## src/rtl/gate_truth_table_observer.sv

```systemverilog
// gate_truth_table_observer
//   Observes (a, b, y) samples from a two-input gate under test. It builds the
//   four-row truth table and confirms each row after REPEATS agreeing
//   observations. A contradictory observation flags a conflict. Once all rows
//   are confirmed, the gate is classified as AND/NAND/OR/NOR/XOR/XNOR/other.
//
// Ports
//   clk, rst_n        clock, async active-low reset
//   clear             synchronous restart (wins over in_valid)
//   in_valid/in_ready sample handshake; in_ready=1 only while collecting
//   in_a, in_b, in_y  gate inputs and observed gate output
//   truth_table[3:0]  bit {a,b} holds observed y for that row
//                     (`table` is a reserved word, hence the longer name)
//   seen[3:0]         bit {a,b} set once that row is confirmed
//   done              all rows confirmed without conflict
//   conflict          a sample disagreed with the recorded row value
//   gate_code[2:0]    0 AND,1 NAND,2 OR,3 NOR,4 XOR,5 XNOR,6 other
//   gate_known        gate_code names one of the six standard gates
module gate_truth_table_observer #(
   parameter int REPEATS = 2
) (
   input  logic       clk,
   input  logic       rst_n,
   input  logic       clear,
   input  logic       in_valid,
   output logic       in_ready,
   input  logic       in_a,
   input  logic       in_b,
   input  logic       in_y,
   output logic [3:0] truth_table,
   output logic [3:0] seen,
   output logic       done,
   output logic       conflict,
   output logic [2:0] gate_code,
   output logic       gate_known
);

   localparam logic [3:0] REP = 4'(REPEATS);

   typedef enum logic [1:0] {
      COLLECT = 2'd0,
      DONE    = 2'd1,
      ERROR   = 2'd2
   } state_t;

   state_t          state_q, state_d;
   logic [3:0]      table_q, table_d;
   logic [3:0][3:0] cnt_q, cnt_d;
   logic [3:0]      seen_q, seen_d;
   logic [2:0]      gate_code_q, gate_code_d;
   logic            gate_known_q, gate_known_d;

   logic       accept;
   logic [1:0] idx;

   assign idx    = {in_a, in_b};
   assign accept = in_valid && (state_q == COLLECT) && !clear;

   always_comb begin
      state_d      = state_q;
      table_d      = table_q;
      cnt_d        = cnt_q;
      gate_code_d  = gate_code_q;
      gate_known_d = gate_known_q;

      if (clear) begin
         state_d      = COLLECT;
         table_d      = '0;
         cnt_d        = '0;
         gate_code_d  = '0;
         gate_known_d = 1'b0;
      end else if (accept) begin
         if (cnt_q[idx] == 4'd0) begin
            table_d[idx] = in_y;
            cnt_d[idx]   = 4'd1;
         end else if (in_y == table_q[idx]) begin
            if (cnt_q[idx] < REP) cnt_d[idx] = cnt_q[idx] + 4'd1;
         end else begin
            // Conflicting sample is dropped; table/cnt keep the evidence.
            state_d = ERROR;
         end
      end

      for (int i = 0; i < 4; i++) seen_d[i] = (cnt_d[i] >= REP);

      // Classify from the table as it will be once this sample lands, so the
      // code is registered on the same edge that enters DONE.
      if (accept && state_d == COLLECT && (&seen_d)) begin
         state_d      = DONE;
         gate_known_d = 1'b1;
         unique case (table_d)
            4'b1000: gate_code_d = 3'd0;
            4'b0111: gate_code_d = 3'd1;
            4'b1110: gate_code_d = 3'd2;
            4'b0001: gate_code_d = 3'd3;
            4'b0110: gate_code_d = 3'd4;
            4'b1001: gate_code_d = 3'd5;
            default: begin
               gate_code_d  = 3'd6;
               gate_known_d = 1'b0;
            end
         endcase
      end
   end

   always_ff @(posedge clk or negedge rst_n) begin
      if (!rst_n) begin
         state_q      <= COLLECT;
         table_q      <= '0;
         cnt_q        <= '0;
         seen_q       <= '0;
         gate_code_q  <= '0;
         gate_known_q <= 1'b0;
      end else begin
         state_q      <= state_d;
         table_q      <= table_d;
         cnt_q        <= cnt_d;
         seen_q       <= seen_d;
         gate_code_q  <= gate_code_d;
         gate_known_q <= gate_known_d;
      end
   end

   assign in_ready    = (state_q == COLLECT);
   assign done        = (state_q == DONE);
   assign conflict    = (state_q == ERROR);
   assign truth_table = table_q;
   assign seen        = seen_q;
   assign gate_code   = gate_code_q;
   assign gate_known  = gate_known_q;

endmodule
```

## config.mk

```make
export PLATFORM = sky130hd
export DESIGN_NAME = gate_truth_table_observer
export DESIGN_NICKNAME = d
export VERILOG_FILES = /design/src/rtl/gate_truth_table_observer.sv
export SDC_FILE = /design/constraint.sdc
export NUM_CORES = 1
export LEC_CHECK = 0
export ABC_AREA = 0
export CAP_MARGIN = 20
export CELL_PAD_IN_SITES_DETAIL_PLACEMENT = 1
export CELL_PAD_IN_SITES_GLOBAL_PLACEMENT = 2
export CORE_MARGIN = 1
export CORE_UTILIZATION = 32
export CTS_CLUSTER_DIAMETER = 60
export DETAILED_ROUTE_END_ITERATION = 10
export GPL_TIMING_DRIVEN = 0
export PLACE_DENSITY_LB_ADDON = 0.1
export SYNTH_ARGS = -nofsm -noshare
export SYNTH_HDL_FRONTEND = slang
export SYNTH_SLANG_ARGS = --single-unit
```

## constraint.sdc

```tcl
create_clock -name clk -period 2.7 [get_ports clk]
set_clock_uncertainty 0.15 [all_clocks]
set_input_delay 0.81 -clock clk [delete_from_list [all_inputs] [get_ports clk]]
set_output_delay 0.81 -clock clk [all_outputs]
set_load 0.01 [all_outputs]
```

==> run_results.csv, run 1 <==
group,metric,value,unit
power,powerDensity,422.1,mW/mm^2
final_layout,antennaDiodeCount,0,
sta,whs,382.2,ps
logic_synthesis,yosys.cell_count.top_type,"dfrtp_1",
place,dpl.hpwl,4098,um
sta,slew_violations,0,
clock_network,cts_sinks,30,
run_status,status,"finished, violations left",
setup_path,cp.arrival,3190,ps
final_layout,drive_above_1_share,33.64,%
power,power.switching,0.0002859,W
logic_synthesis,ys_seq_area_share,41.61,%
setup_path,critPathMaxFanout,4,
power,p_comb_share,16.0,%
sta,period_minus_slack,3173,ps
drt,via_per_inst,5.262,
drt,vias,1526,
setup_path,r2r_start,"cnt_q[1]",
logic_synthesis,yosysTopAreaCell,"dfrtp_1",
logic_synthesis,ys_warn_count,0,
global_route,grt_max_degree,19,
hold_path,hold_path_class,"reg2reg",
place,gp_congestion,0.8160,
sta,fin_crit_sh,117.5,%
clock_network,clock_path_buffers,2,
global_route,grt.total_usage,20.33,%
setup_path,worstSetupPathType,"in2reg",
drt,drtPass1Iterations,4,
sta,worstMarginPinSlew,732.4,ps
final_layout,n_fill_cell,583,
floorplan,die_w,77.09,um
power,ir_worst_vdd,281.8,uV
setup_path,crit_required,2720,ps
logic_synthesis,syn_inst,177,
power,pwr-share-seq,42.1,%
logic_synthesis,synth_area_leaders,"dfrtp_1, mux4_2, nor2_1",
drt,antenna_left,0,
logic_synthesis,synth.distinct_cells,51,
logic_synthesis,synth.avg_cell_area,10.19,um^2
logic_synthesis,synth_nets,186,
drt,drc,0,
final_layout,utilization,49.10,%
clock_network,hold_buffers,0,
floorplan,coreArea,0.005270,mm^2
clock_network,clk_pin_slew,70,ps
clock_network,cts_max_level,2,
power,netSwitchingFraction,26.17,%
drt,wl,5527,um
hold_path,hp-start,"cnt_q[15]",
floorplan,start_util,34.24,%
global_route,antenna_found_initial,0,
run_status,violations,"setup timing",
logic_synthesis,ys.flop_type,"dfrtp_1",
final_layout,nNetsFinal,228,
drt,dr.first_iter.drc_count,67,
sta,hold_viol_final,0,
clock_network,cts_buffers,5,
floorplan,dieArea,0.005943,mm^2
sta,max_slew_margin,51.02,%
sta,timing.final.ws_setup,-473.1,ps
floorplan,die_h,77.09,um
logic_synthesis,synth-edff-count,0,
logic_synthesis,synth_top_area_share,41.61,%
sta,rsz0062_at_grt,"yes",
power,power.leakage,1.106,nW
sta,setup_violations,10,
setup_path,cp-start-kind,"input pin",
clock_network,insertion_delay,280,ps
place,port_buffers,18,
floorplan,ios,22,
job,maxCapViolCount,0,
logic_synthesis,netlist_area,0.001804,mm^2
global_route,grt_pass1_vias,1646,
setup_path,crit_start,"in_b",
global_route,grt_pass1_wl,9039,um
logic_synthesis,synthTopCellsByCount,"dfrtp_1, nor2_1, nor2b_1",
sta,max_freq,0.3151,GHz
setup_path,cp-end-kind,"flip-flop",
clock_network,cts_root_buffer,"clkbuf_8",
final_layout,area_delta_synth_final,43.41,%
floorplan,std_cell_rows,26,
global_route,grt_remaining_overflow,0,
logic_synthesis,synth.ff_latch_count,30,
power,pwr-share-clk,41.9,%
logic_synthesis,ys_async_sr_fraction,100.0,%
clock_network,cts_tree,"done",
power,p_int,0.0008064,W
drt,wl_per_cell,19.06,um
## final timing paths
path	end	slack, ps	cells past startpoint
max in group asynchronous	cnt_q[9]	1050	2
min	cnt_q[15]	380	1
min reg2reg	cnt_q[15]	380	1
min in group asynchronous	cnt_q[1]	810	1
max	gate_code[0]	-470	11
max reg2reg	gate_code[0]	-190	9
## cells in the final DEF, fill, tap and decap left out, drive strengths merged, types with 2 or more instances in the layout
master / count
dfrtp: 30
buf: 21
nor2: 20
clkdlybuf4s50: 18
nor2b: 12
clkbuf: 12
nand2: 11
a21oi: 11
inv: 10
o21ai: 9
mux4: 6
nand4: 6
or2: 5
nand3: 5
a211oi: 4
nor4: 3
mux2i: 3
a31oi: 3
mux2: 3
xnor2: 2
and3: 2
and2: 2
a21boi: 2
ha: 2
## layer usage
metal,track usage [%],wire (um),up-vias
met2,33.21,2747,22
met3,4.286,118,7
li1,-,-,718
met4,7.547,110,0
met5,0,0,-
met1,26.35,2552,779
## registers in the layout, summed over array words and instances, names as in the netlist
name / flops
gate_code: 3
cnt_q: 16
truth_table: 4
seen: 4
state_q: 2
gate_known: 1
## metrics by stage
step	cell area, um^2	total power, W	cells	setup TNS, ps	worst slack [ps]
final	2587	0.001092	290	-2431	-473.1
after detailed placement	2256	0.0006203	266	-10920	-996.5
after global routing	2587	0.001142	290	-3214	-538.8
after floorplan	1961	0.0005660	177	-3111	-626.1
after CTS	2491	0.001094	283	-2162	-441.8
after global placement	2228	0.0006113	265	-9882	-963.4
## power groups by stage
stage          sequential (W)  clock [W]  combinational (W)
2_1_floorplan        0.000468          0          0.0000981
3_3_place_gp         0.000468          0           0.000144
3_5_place_dp         0.000468          0           0.000152
4_1_cts              0.000460   0.000471           0.000164
5_1_grt              0.000460   0.000494           0.000189
6_report             0.000460   0.000457           0.000175
## worst max-delay path, stage by stage
cell and delay (ps):
buf_12 90, clkbuf_16 120, mux4_2 550, ha_4 210, xnor2_4 140, nor4_4 350, buf_4 190, a32oi_2 120
o211ai_2 130, nand4_4 160, mux2_4 320
## kinds of logic after synthesis
family                   count (synthesis)  share of synthesized area [%]
AO/OA/AOI/OAI                           40                          17.06
adder cells (fa/ha/maj)                  2                          1.387
XOR/XNOR                                 2                          1.387
multiplexers                            12                          11.44
AND/OR/NAND/NOR                         71                          22.05
flip-flops                              30                          41.61
buffers and inverters                   20                          5.062
## cell type report
class / count / area (um^2) / share of cell area [%]
multi-input combinational: 127 / 1142 / 44.15
sequential: 30 / 750.7 / 29.01
timing repair buffer: 36 / 342.8 / 13.25
buffer: 9 / 111.4 / 4.304
tap: 70 / 87.58 / 3.385
clock buffer: 6 / 72.57 / 2.805
inverter: 10 / 42.54 / 1.644
clock inverter: 2 / 37.54 / 1.451
## timing repair
item | in CTS | in global routing
buffers inserted | 10 | 8
pin swaps | 10 | 11
endpoints found under the setup margin | 13 | 10
gates resized for setup | 11 | 11
(Power assumes the default switching activity.)
==> run 2: changes to the inputs <==
--- a/config.mk
+++ b/config.mk
@@ -15,6 +15,8 @@
 export DETAILED_ROUTE_END_ITERATION = 10
 export GPL_TIMING_DRIVEN = 0
 export PLACE_DENSITY_LB_ADDON = 0.1
+export SKIP_CTS_REPAIR_TIMING = 1
+export SLEW_MARGIN = 10
 export SYNTH_ARGS = -nofsm -noshare
 export SYNTH_HDL_FRONTEND = slang
 export SYNTH_SLANG_ARGS = --single-unit
==> run_results.csv, run 2 (synthesis gave the netlist of run 1 again) <==
group,metric,value,unit
run_status,status,"finished, violations left",
run_status,violations,"setup timing",
floorplan,coreArea,0.005270,mm^2
hold_path,hold_path_class,"reg2reg",
final_layout,n_fill_cell,588,
drt,vias,1519,
global_route,grt_remaining_overflow,0,
power,powerDensity,423.4,mW/mm^2
setup_path,crit_required,2720,ps
sta,max_slew_margin,54.48,%
hold_path,min_path_cells,1,
power,ir_worst_vdd,259.9,uV
setup_path,regToRegEndpoint,"gate_code[0]",
drt,drc,0,
sta,timing.final.ws_setup,-435.7,ps
place,dp_cells,265,
floorplan,dieArea,0.005943,mm^2
clock_network,insertion_delay,290,ps
drt,drtPass1Iterations,4,
final_layout,nNetsFinal,224,
sta,rsz0062_at_grt,"yes",
setup_path,path_delay_family,"multiplexers",
final_layout,drive_above_1_share,34.72,%
final_layout,final_area,0.002559,mm^2
clock_network,cts_max_level,2,
global_route,antenna_found_initial,0,
setup_path,r2r_slack,-150,ps
setup_path,crit_start,"in_b",
sta,whs,372.3,ps
drt,antenna_left,0,
setup_path,cp.arrival,3160,ps
setup_path,cp-end-kind,"flip-flop",
setup_path,worstSetupPathType,"in2reg",
floorplan,die_h,77.09,um
clock_network,clock_path_buffers,2,
place,dpl_cell_area,0.002223,mm^2
setup_path,r2r_start,"cnt_q[1]",
final_layout,area_delta_synth_final,41.82,%
global_route,grt_use_met1,26.70,%
hold_path,hold_end,"cnt_q[7]",
setup_path,crit_chain,"buf_12 > buf_8 > mux4_2 > ha_4 > xnor2_4 > nor4_4 > nand3_2 > a31oi_4 > nand4_4 > mux2_4",
floorplan,std_cell_rows,26,
sta,period_minus_slack,3136,ps
global_route,use_met3,4.167,%
clock_network,clk_pin_slew,70,ps
setup_path,critPathSlowestCell,"mux4_2",
sta,hold_viol_final,0,
final_layout,layout_commonest_cell,"dfrtp_1",
job,maxCapViolCount,0,
hold_path,hp-start,"cnt_q[7]",
final_layout,final_cell_mix,"dfrtp_1, clkdlybuf4s50_1, nor2_1, buf_4, nor2b_1",
drt,wl_per_cell,19.48,um
global_route,grt_pass1_wl,8928,um
floorplan,ios,22,
setup_path,critPathMaxFanout,6,
sta,setup_violations,7,
sta,worstMarginPinSlew,682.8,ps
final_layout,largest_reg_flops,16,
final_layout,largest_register,"cnt_q",
setup_path,worst_r2r_path_depth,9,
sta,slew_violations,0,
setup_path,cp-start-kind,"input pin",
final_layout,antennaDiodeCount,0,
global_route,grt_pass1_vias,1629,
place,port_buffers,18,
setup_path,critical_path.max_stage_delay,560,ps
clock_network,cts_tree,"done",
floorplan,start_util,34.24,%
global_route,busiest_layer,"met2",
final_layout,final_cells,286,
place,gp_congestion,0.8160,
drt,dr.first_iter.drc_count,79,
floorplan,die_w,77.09,um
sta,max_freq,0.3189,GHz
clock_network,cts_root_buffer,"clkbuf_8",
power,power.leakage,1.050,nW
clock_network,cts_sinks,30,
place,dpl.hpwl,4035,um
setup_path,critPathBufInv,2,
drt,wl,5570,um
clock_network,cts_buffers,5,
sta,fin_crit_sh,116.1,%
global_route,grtUsageMet2,32.05,%
global_route,grt_max_degree,31,
global_route,grt.total_usage,19.94,%
drt,via_per_inst,5.311,
[run 2: changes by cell type in the layout (fill, tap and decap cells not counted), moves of 2 or more]
cell,delta
a21oi_1,-2
a21oi_2,+2
buf_6,-2
o21ai_1,+2
[run 2: worst max-delay path by stage]
| stage | end | slack (ps) | cells after the start |
|---|---|---|---|
| after floorplan | gate_code[0] | -630 | 10 |
| after global placement | gate_code[0] | -960 | 8 |
| after detailed placement | gate_code[0] | -1000 | 8 |
| after CTS | gate_code[2] | -740 | 8 |
| after global routing | gate_code[0] | -540 | 11 |
| final | gate_code[0] | -440 | 10 |
[run 2: area by class of cell]
cell class,instances,area (um^2),area share (%)
buffer,9,101.3,3.961
clock buffer,6,72.57,2.836
clock inverter,2,37.54,1.467
inverter,10,42.54,1.663
multi-input combinational,127,1186,46.36
sequential,30,750.7,29.34
tap,70,87.58,3.423
timing repair buffer,32,280.3,10.95
[run 2: where the power goes]
group | switching [W] | total, W | internal, W
Clock | 0.000182 | 0.000457 | 0.000275
Sequential | 0.00000496 | 0.000460 | 0.000455
Combinational | 0.0000993 | 0.000166 | 0.0000668
[run 2: through the flow]
stage	total power [W]	utilization, %	setup WS (ps)	setup TNS (ps)
3_3_place_gp	0.0006113	42.28	-963.4	-9882
5_1_grt	0.001129	48.55	-536.0	-2955
3_5_place_dp	0.0006145	42.19	-996.3	-11160
4_1_cts	0.001078	44.28	-737.5	-4982
6_report	0.001083	48.55	-435.7	-2055
2_1_floorplan	0.0005660	-	-626.1	-3111
[run 2: layer usage]
metal	routed length, um	vias up	share of wire (%)
met5	0	-	0
met4	78	0	1.4
met3	173	9	3.1
met2	2841	29	51
met1	2477	764	44
li1	-	717	-
